File: config.mk
export PLATFORM = sky130hd
export DESIGN_NAME = pipeline_hazard_controller
export DESIGN_NICKNAME = d
export VERILOG_FILES = /design/src/rtl/pipeline_pkg.sv /design/src/rtl/load_use_detector.sv /design/src/rtl/pipeline_hazard_controller.sv
export SDC_FILE = /design/constraint.sdc
export NUM_CORES = 1
export LEC_CHECK = 0
export CORE_ASPECT_RATIO = 0.9
export CORE_MARGIN = 3
export CORE_UTILIZATION = 49
export DETAILED_ROUTE_END_ITERATION = 8
export PLACE_DENSITY = 0.85
export SYNTH_ARGS = -nofsm -noshare
export SYNTH_HDL_FRONTEND = slang
export SYNTH_SLANG_ARGS = --single-unit
File: constraint.sdc
create_clock -name i_Clock -period 3.7 [get_ports i_Clock]
set_clock_uncertainty 0.05 [all_clocks]
set_input_delay 0.74 -clock i_Clock [delete_from_list [all_inputs] [get_ports i_Clock]]
set_output_delay 0.74 -clock i_Clock [all_outputs]
set_load 0.01 [all_outputs]
File: src/rtl/pipeline_pkg.sv
// Shared types and constants for the RV32 pipeline control logic.
package pipeline_pkg;

    typedef enum logic [1:0] {
        START    = 2'd0,
        RUN      = 2'd1,
        REDIRECT = 2'd2
    } ctrl_state_t;

    typedef struct packed {
        logic stall;
        logic flush;
    } stage_ctrl_t;

    localparam int REG_ZERO = 0;

    // A register that is held cannot also take a bubble; the hold wins.
    function automatic stage_ctrl_t resolve_stage(input stage_ctrl_t ctrl);
        stage_ctrl_t res;
        res.stall = ctrl.stall;
        res.flush = ctrl.flush & ~ctrl.stall;
        return res;
    endfunction

endpackage

File: src/rtl/load_use_detector.sv
// Flags an ID instruction that reads the destination of a load still in EX.
module load_use_detector
    import pipeline_pkg::*;
#(
    parameter int REG_WIDTH = 5
) (
    input  logic [REG_WIDTH-1:0] i_ID_RS1,
    input  logic [REG_WIDTH-1:0] i_ID_RS2,
    input  logic                 i_ID_UsesRS1,
    input  logic                 i_ID_UsesRS2,
    input  logic                 i_EX_MemRead,
    input  logic [REG_WIDTH-1:0] i_EX_RD,
    output logic                 o_Hazard
);

    logic rs1_match;
    logic rs2_match;

    assign rs1_match = i_ID_UsesRS1 && (i_ID_RS1 == i_EX_RD);
    assign rs2_match = i_ID_UsesRS2 && (i_ID_RS2 == i_EX_RD);

    // x0 is hard-wired, so a load targeting it never creates a dependency.
    assign o_Hazard = i_EX_MemRead && (i_EX_RD != REG_WIDTH'(REG_ZERO)) && (rs1_match || rs2_match);

endmodule

File: src/rtl/pipeline_hazard_controller.sv
// Stall/flush sequencer for the five-stage pipeline: memory waits, branch
// redirects, load-use bubbles, debug tag and stall performance counter.
module pipeline_hazard_controller
    import pipeline_pkg::*;
#(
    parameter int REG_WIDTH       = 5,
    parameter int REDIRECT_CYCLES = 1,
    parameter int PERF_WIDTH      = 16
) (
    input  logic                  i_Clock,
    input  logic                  i_Reset,
    input  logic                  i_IMemReady,
    input  logic                  i_DMemReq,
    input  logic                  i_DMemReady,
    input  logic [REG_WIDTH-1:0]  i_ID_RS1,
    input  logic [REG_WIDTH-1:0]  i_ID_RS2,
    input  logic                  i_ID_UsesRS1,
    input  logic                  i_ID_UsesRS2,
    input  logic                  i_EX_MemRead,
    input  logic [REG_WIDTH-1:0]  i_EX_RD,
    input  logic                  i_EX_BranchTaken,
    output logic                  o_PCStall,
    output logic                  o_IFID_Stall,
    output logic                  o_IFID_Flush,
    output logic                  o_IDEX_Stall,
    output logic                  o_IDEX_Flush,
    output logic                  o_EXMEM_Stall,
    output logic                  o_MEMWB_Flush,
    output logic [2:0]            o_DbgTag,
    output logic [PERF_WIDTH-1:0] o_StallCount
);

    localparam logic [2:0] REDIRECT_LOAD = 3'(REDIRECT_CYCLES);

    ctrl_state_t           state_reg, state_next;
    logic [2:0]            redirect_cnt_reg, redirect_cnt_next;
    logic [2:0]            tag_reg;
    logic [PERF_WIDTH-1:0] stall_cnt_reg;

    logic        load_use;
    logic        dmem_wait;
    logic        pc_stall;
    logic        exmem_stall;
    logic        memwb_flush;
    stage_ctrl_t ifid_raw, idex_raw;
    stage_ctrl_t ifid_ctrl, idex_ctrl;
    logic        ifid_accept;

    load_use_detector #(
        .REG_WIDTH(REG_WIDTH)
    ) u_load_use (
        .i_ID_RS1    (i_ID_RS1),
        .i_ID_RS2    (i_ID_RS2),
        .i_ID_UsesRS1(i_ID_UsesRS1),
        .i_ID_UsesRS2(i_ID_UsesRS2),
        .i_EX_MemRead(i_EX_MemRead),
        .i_EX_RD     (i_EX_RD),
        .o_Hazard    (load_use)
    );

    assign dmem_wait = i_DMemReq && !i_DMemReady;

    always_comb begin
        state_next        = state_reg;
        redirect_cnt_next = redirect_cnt_reg;
        pc_stall          = 1'b0;
        exmem_stall       = 1'b0;
        memwb_flush       = 1'b0;
        ifid_raw          = '0;
        idex_raw          = '0;

        if (!i_Reset) begin
            pc_stall       = 1'b1;
            ifid_raw.flush = 1'b1;
            idex_raw.flush = 1'b1;
        end else begin
            case (state_reg)
                START: begin
                    ifid_raw.flush = 1'b1;
                    state_next     = RUN;
                end
                default: begin
                    // Priority chain; a DMEM wait freezes everything, including a pending branch.
                    if (dmem_wait) begin
                        pc_stall       = 1'b1;
                        ifid_raw.stall = 1'b1;
                        idex_raw.stall = 1'b1;
                        exmem_stall    = 1'b1;
                        memwb_flush    = 1'b1;
                    end else if (i_EX_BranchTaken) begin
                        ifid_raw.flush = 1'b1;
                        idex_raw.flush = 1'b1;
                        if (REDIRECT_LOAD != 3'd0) begin
                            state_next        = REDIRECT;
                            redirect_cnt_next = REDIRECT_LOAD;
                        end else begin
                            state_next        = RUN;
                            redirect_cnt_next = 3'd0;
                        end
                    end else if (state_reg == REDIRECT && redirect_cnt_reg != 3'd0) begin
                        ifid_raw.flush    = 1'b1;
                        redirect_cnt_next = redirect_cnt_reg - 3'd1;
                        if (redirect_cnt_reg == 3'd1) begin
                            state_next = RUN;
                        end
                    end else if (load_use) begin
                        pc_stall       = 1'b1;
                        ifid_raw.stall = 1'b1;
                        idex_raw.flush = 1'b1;
                    end else if (!i_IMemReady) begin
                        pc_stall       = 1'b1;
                        ifid_raw.flush = 1'b1;
                    end
                end
            endcase
        end
    end

    assign ifid_ctrl = resolve_stage(ifid_raw);
    assign idex_ctrl = resolve_stage(idex_raw);

    assign o_PCStall     = pc_stall;
    assign o_IFID_Stall  = ifid_ctrl.stall;
    assign o_IFID_Flush  = ifid_ctrl.flush;
    assign o_IDEX_Stall  = idex_ctrl.stall;
    assign o_IDEX_Flush  = idex_ctrl.flush;
    assign o_EXMEM_Stall = exmem_stall;
    assign o_MEMWB_Flush = memwb_flush;
    assign o_DbgTag      = tag_reg;
    assign o_StallCount  = stall_cnt_reg;

    assign ifid_accept = (state_reg != START) && !ifid_ctrl.stall && !ifid_ctrl.flush;

    always_ff @(posedge i_Clock or negedge i_Reset) begin
        if (!i_Reset) begin
            state_reg        <= START;
            redirect_cnt_reg <= 3'd0;
            tag_reg          <= 3'd0;
            stall_cnt_reg    <= '0;
        end else begin
            state_reg        <= state_next;
            redirect_cnt_reg <= redirect_cnt_next;
            if (ifid_accept) begin
                tag_reg <= tag_reg + 3'd1;
            end
            if (state_reg != START && pc_stall && stall_cnt_reg != '1) begin
                stall_cnt_reg <= stall_cnt_reg + PERF_WIDTH'(1);
            end
        end
    end

endmodule

==> results.tsv <==
metric	value	unit
clock insertion delay at the later pin of the skew report	310	ps
H-tree levels	1	
RSZ-0062 raised after global routing	false	
Hold Crit Depth	1	
Netlist cell types	40	
fin crit share	98.1	%
critical path depth	6	
die area	0.00375	mm2
P&R area growth vs syn	38.5	%
DRT antenna net count	0	
pin count of the biggest net entering global routing	22	
io pins	50	
gpl congestion	0.848	
# setup viols final	0	
Largest stage delay, worst path	530	ps
Inst Count DP	244	
CP max-delay cell	or4_1	
Syn. warnings	0	
outcome	complete, no violations	
DRC violations left	0	
layout cell share with drive strength beyond 1	8.70	%
number of synthesized flops with an enable pin	0	
leakage	0.000838	uW
Crit path top cell by count	clkdlybuf4s50_1	
initial antenna violation count	0	
r2r worst-path depth	8	
Nets	238	
worst hold-check path type	reg2reg	
Most used DFF post-synth	dfrtp_1	
post-DP HPWL	2990	um
Clock transition at path regs	140	ps
cells after synthesis	154	
WP data arrival	2840	ps
vias in the first global route	1330	
number of hold violations in the final report	0	
Hold WS	437	ps
final non-filler cell total	247	
dominant cell type by area after synthesis	dfrtp_1	
first-pass GRT wire length	5870	um
maxcap violations	0	
final setup TNS	0	ps
crit path time final	3630	ps
Multi-input gate area	827	um2
Post-CTS Setup Repair Bufs	0	
crit end category	output pin	
most frequent cells in the layout	clkdlybuf4s50_1, dfrtp_1, xor2_1, xnor2_1, nor4_1	
final wirelength	3720	um
share of flip-flops with an asynchronous set or reset	100	%
worst setup path class	in2out	
CTS Root Cell	clkbuf_4	
Core ar.	0.00284	mm2
clock buffer depth	2	
All-Layer GR Usage	19.4	%
post-synth top area share	40.1	%
VDD IR max	0.253	mV
Pre-antenna DRT Iters	4	
Worst Setup Start Kind	input port	
CTS Sinks	24	
Initial Utilization	52.7	%
ANT cells	0	
grt ovf	0	
syn_nets	183	
IO Port Bufs	49	
kind of cell adding the most delay to the critical path	buffers and inverters	
Vias/cell	5.63	
relative slew slack	66.8	%
design area	0.00207	mm2
Storage cell area	601	um2
sequential area share after synthesis	40.1	%
Worst Max-Slew Pin Slew	495	ps
Power Density	572	mW/mm2
Max Clk Rate	276	MHz
Die Span X	64.3	um
Buf/Inv on CP	2	
Core Util, Final	73.1	%
WP data required	2910	ps
1st-iter DRT viols	105	
dominant cells by area after synthesis	dfrtp_1, xor2_1, xnor2_1	
post-synthesis cell area	0.00150	mm2
Synth Register Bits	24	
commonest non-fill, non-tap cell in the layout	clkdlybuf4s50_1	
CTS buffer count	3	
detailed-route wire length per cell	15.1	um
dpl cell area	0.00205	mm2
FP Rows	18	
via count	1391	
CTS tree	yes	
filler cell count	241	
CP Max Fanout	5	
CP cell instances	clkdlybuf4s50_1, or4_1, o21a_1, and2_1, a41o_1, clkdlybuf4s50_1	
max reg flops	16	
count of pins over their slew limit	0	
Mapped Avg Cell Area	9.72	um2
overall die height	58.4	um
-- what timing repair did --
| item | CTS | global route |
|---|---|---|
| endpoints found under the setup margin | 2 | 1 |
| gates resized for setup | 2 | 1 |
| hold buffers | 0 | 0 |
-- synth_stat cells, drive strengths merged (2+ instances only) --
cell and number:
a211oi 2, o22ai 4, nand3 6, nand2b 2
xor2 14, or2 2, nor2 8, nor2b 2
mux2 2, a21oi 6, buf 4, nand2 10
nor4 13, ha 5, nor4b 2, dfrtp 24
clkbuf 2, xnor2 13, inv 8, nand4 9
o21ai 2, nor3 4
-- cell families (layout without fill, tap and decap cells) --
kind of cell | count (synthesis) | after routing | synth area share (%)
flip-flops | 24 | 24 | 40.1
XOR/XNOR | 27 | 27 | 15.8
AO/OA/AOI/OAI | 20 | 20 | 10.4
adder cells (fa/ha/maj) | 5 | 5 | 4.18
buffers and inverters | 14 | 67 | 4.60
multiplexers | 2 | 2 | 1.76
AND/OR/NAND/NOR | 62 | 62 | 23.2
-- path summary, 6_finish.rpt --
path / start / to / slack [ps]
setup / recovery: i_EX_RD[2] / o_IFID_Stall / 70
setup reg to reg: redirect_cnt_reg[1] / o_StallCount[1] / 1390
hold / removal: o_DbgTag[2] / o_DbgTag[2] / 440
hold reg to reg: o_DbgTag[2] / o_DbgTag[2] / 440
min in group asynchronous: i_Reset / o_DbgTag[2] / 640
max in group asynchronous: i_Reset / o_StallCount[10] / 2330
-- through the flow --
stage / setup WS, ps / total power (uW)
finish: 72.1 / 1190
global route: 35.2 / 1260
CTS: 39.7 / 1190
detailed placement: -74.2 / 1080
global placement: -37.6 / 1050
floorplan: 887 / 797
-- power breakdown --
part	internal, uW	switching [uW]	total, uW	leakage [uW]
registers	361	105	466	0.000281
clock network	38.0	76.1	114	0.0000138
logic	311	295	605	0.000543
total	710	476	1190	0.000838
-- area by class of cell --
| cell class | count | area share, % |
|---|---|---|
| clock buffer | 3 | 1.09 |
| inverter | 8 | 1.45 |
| multi-input combinational | 116 | 39.9 |
| sequential | 24 | 29.0 |
| tap | 40 | 2.41 |
| timing repair buffer | 56 | 26.2 |
-- per-layer routing --
metal | part of all wire, % | up-vias | global-route usage (%) | wire length (um)
met4 | 1.4 | 0 | 6.33 | 51
met1 | 41 | 662 | 23.8 | 1540
met2 | 52 | 57 | 35.1 | 1920
met3 | 5.7 | 6 | 3.05 | 212
met5 | 0 | - | 0 | 0
li1 | - | 666 | - | -
(Power assumes the default switching activity.)
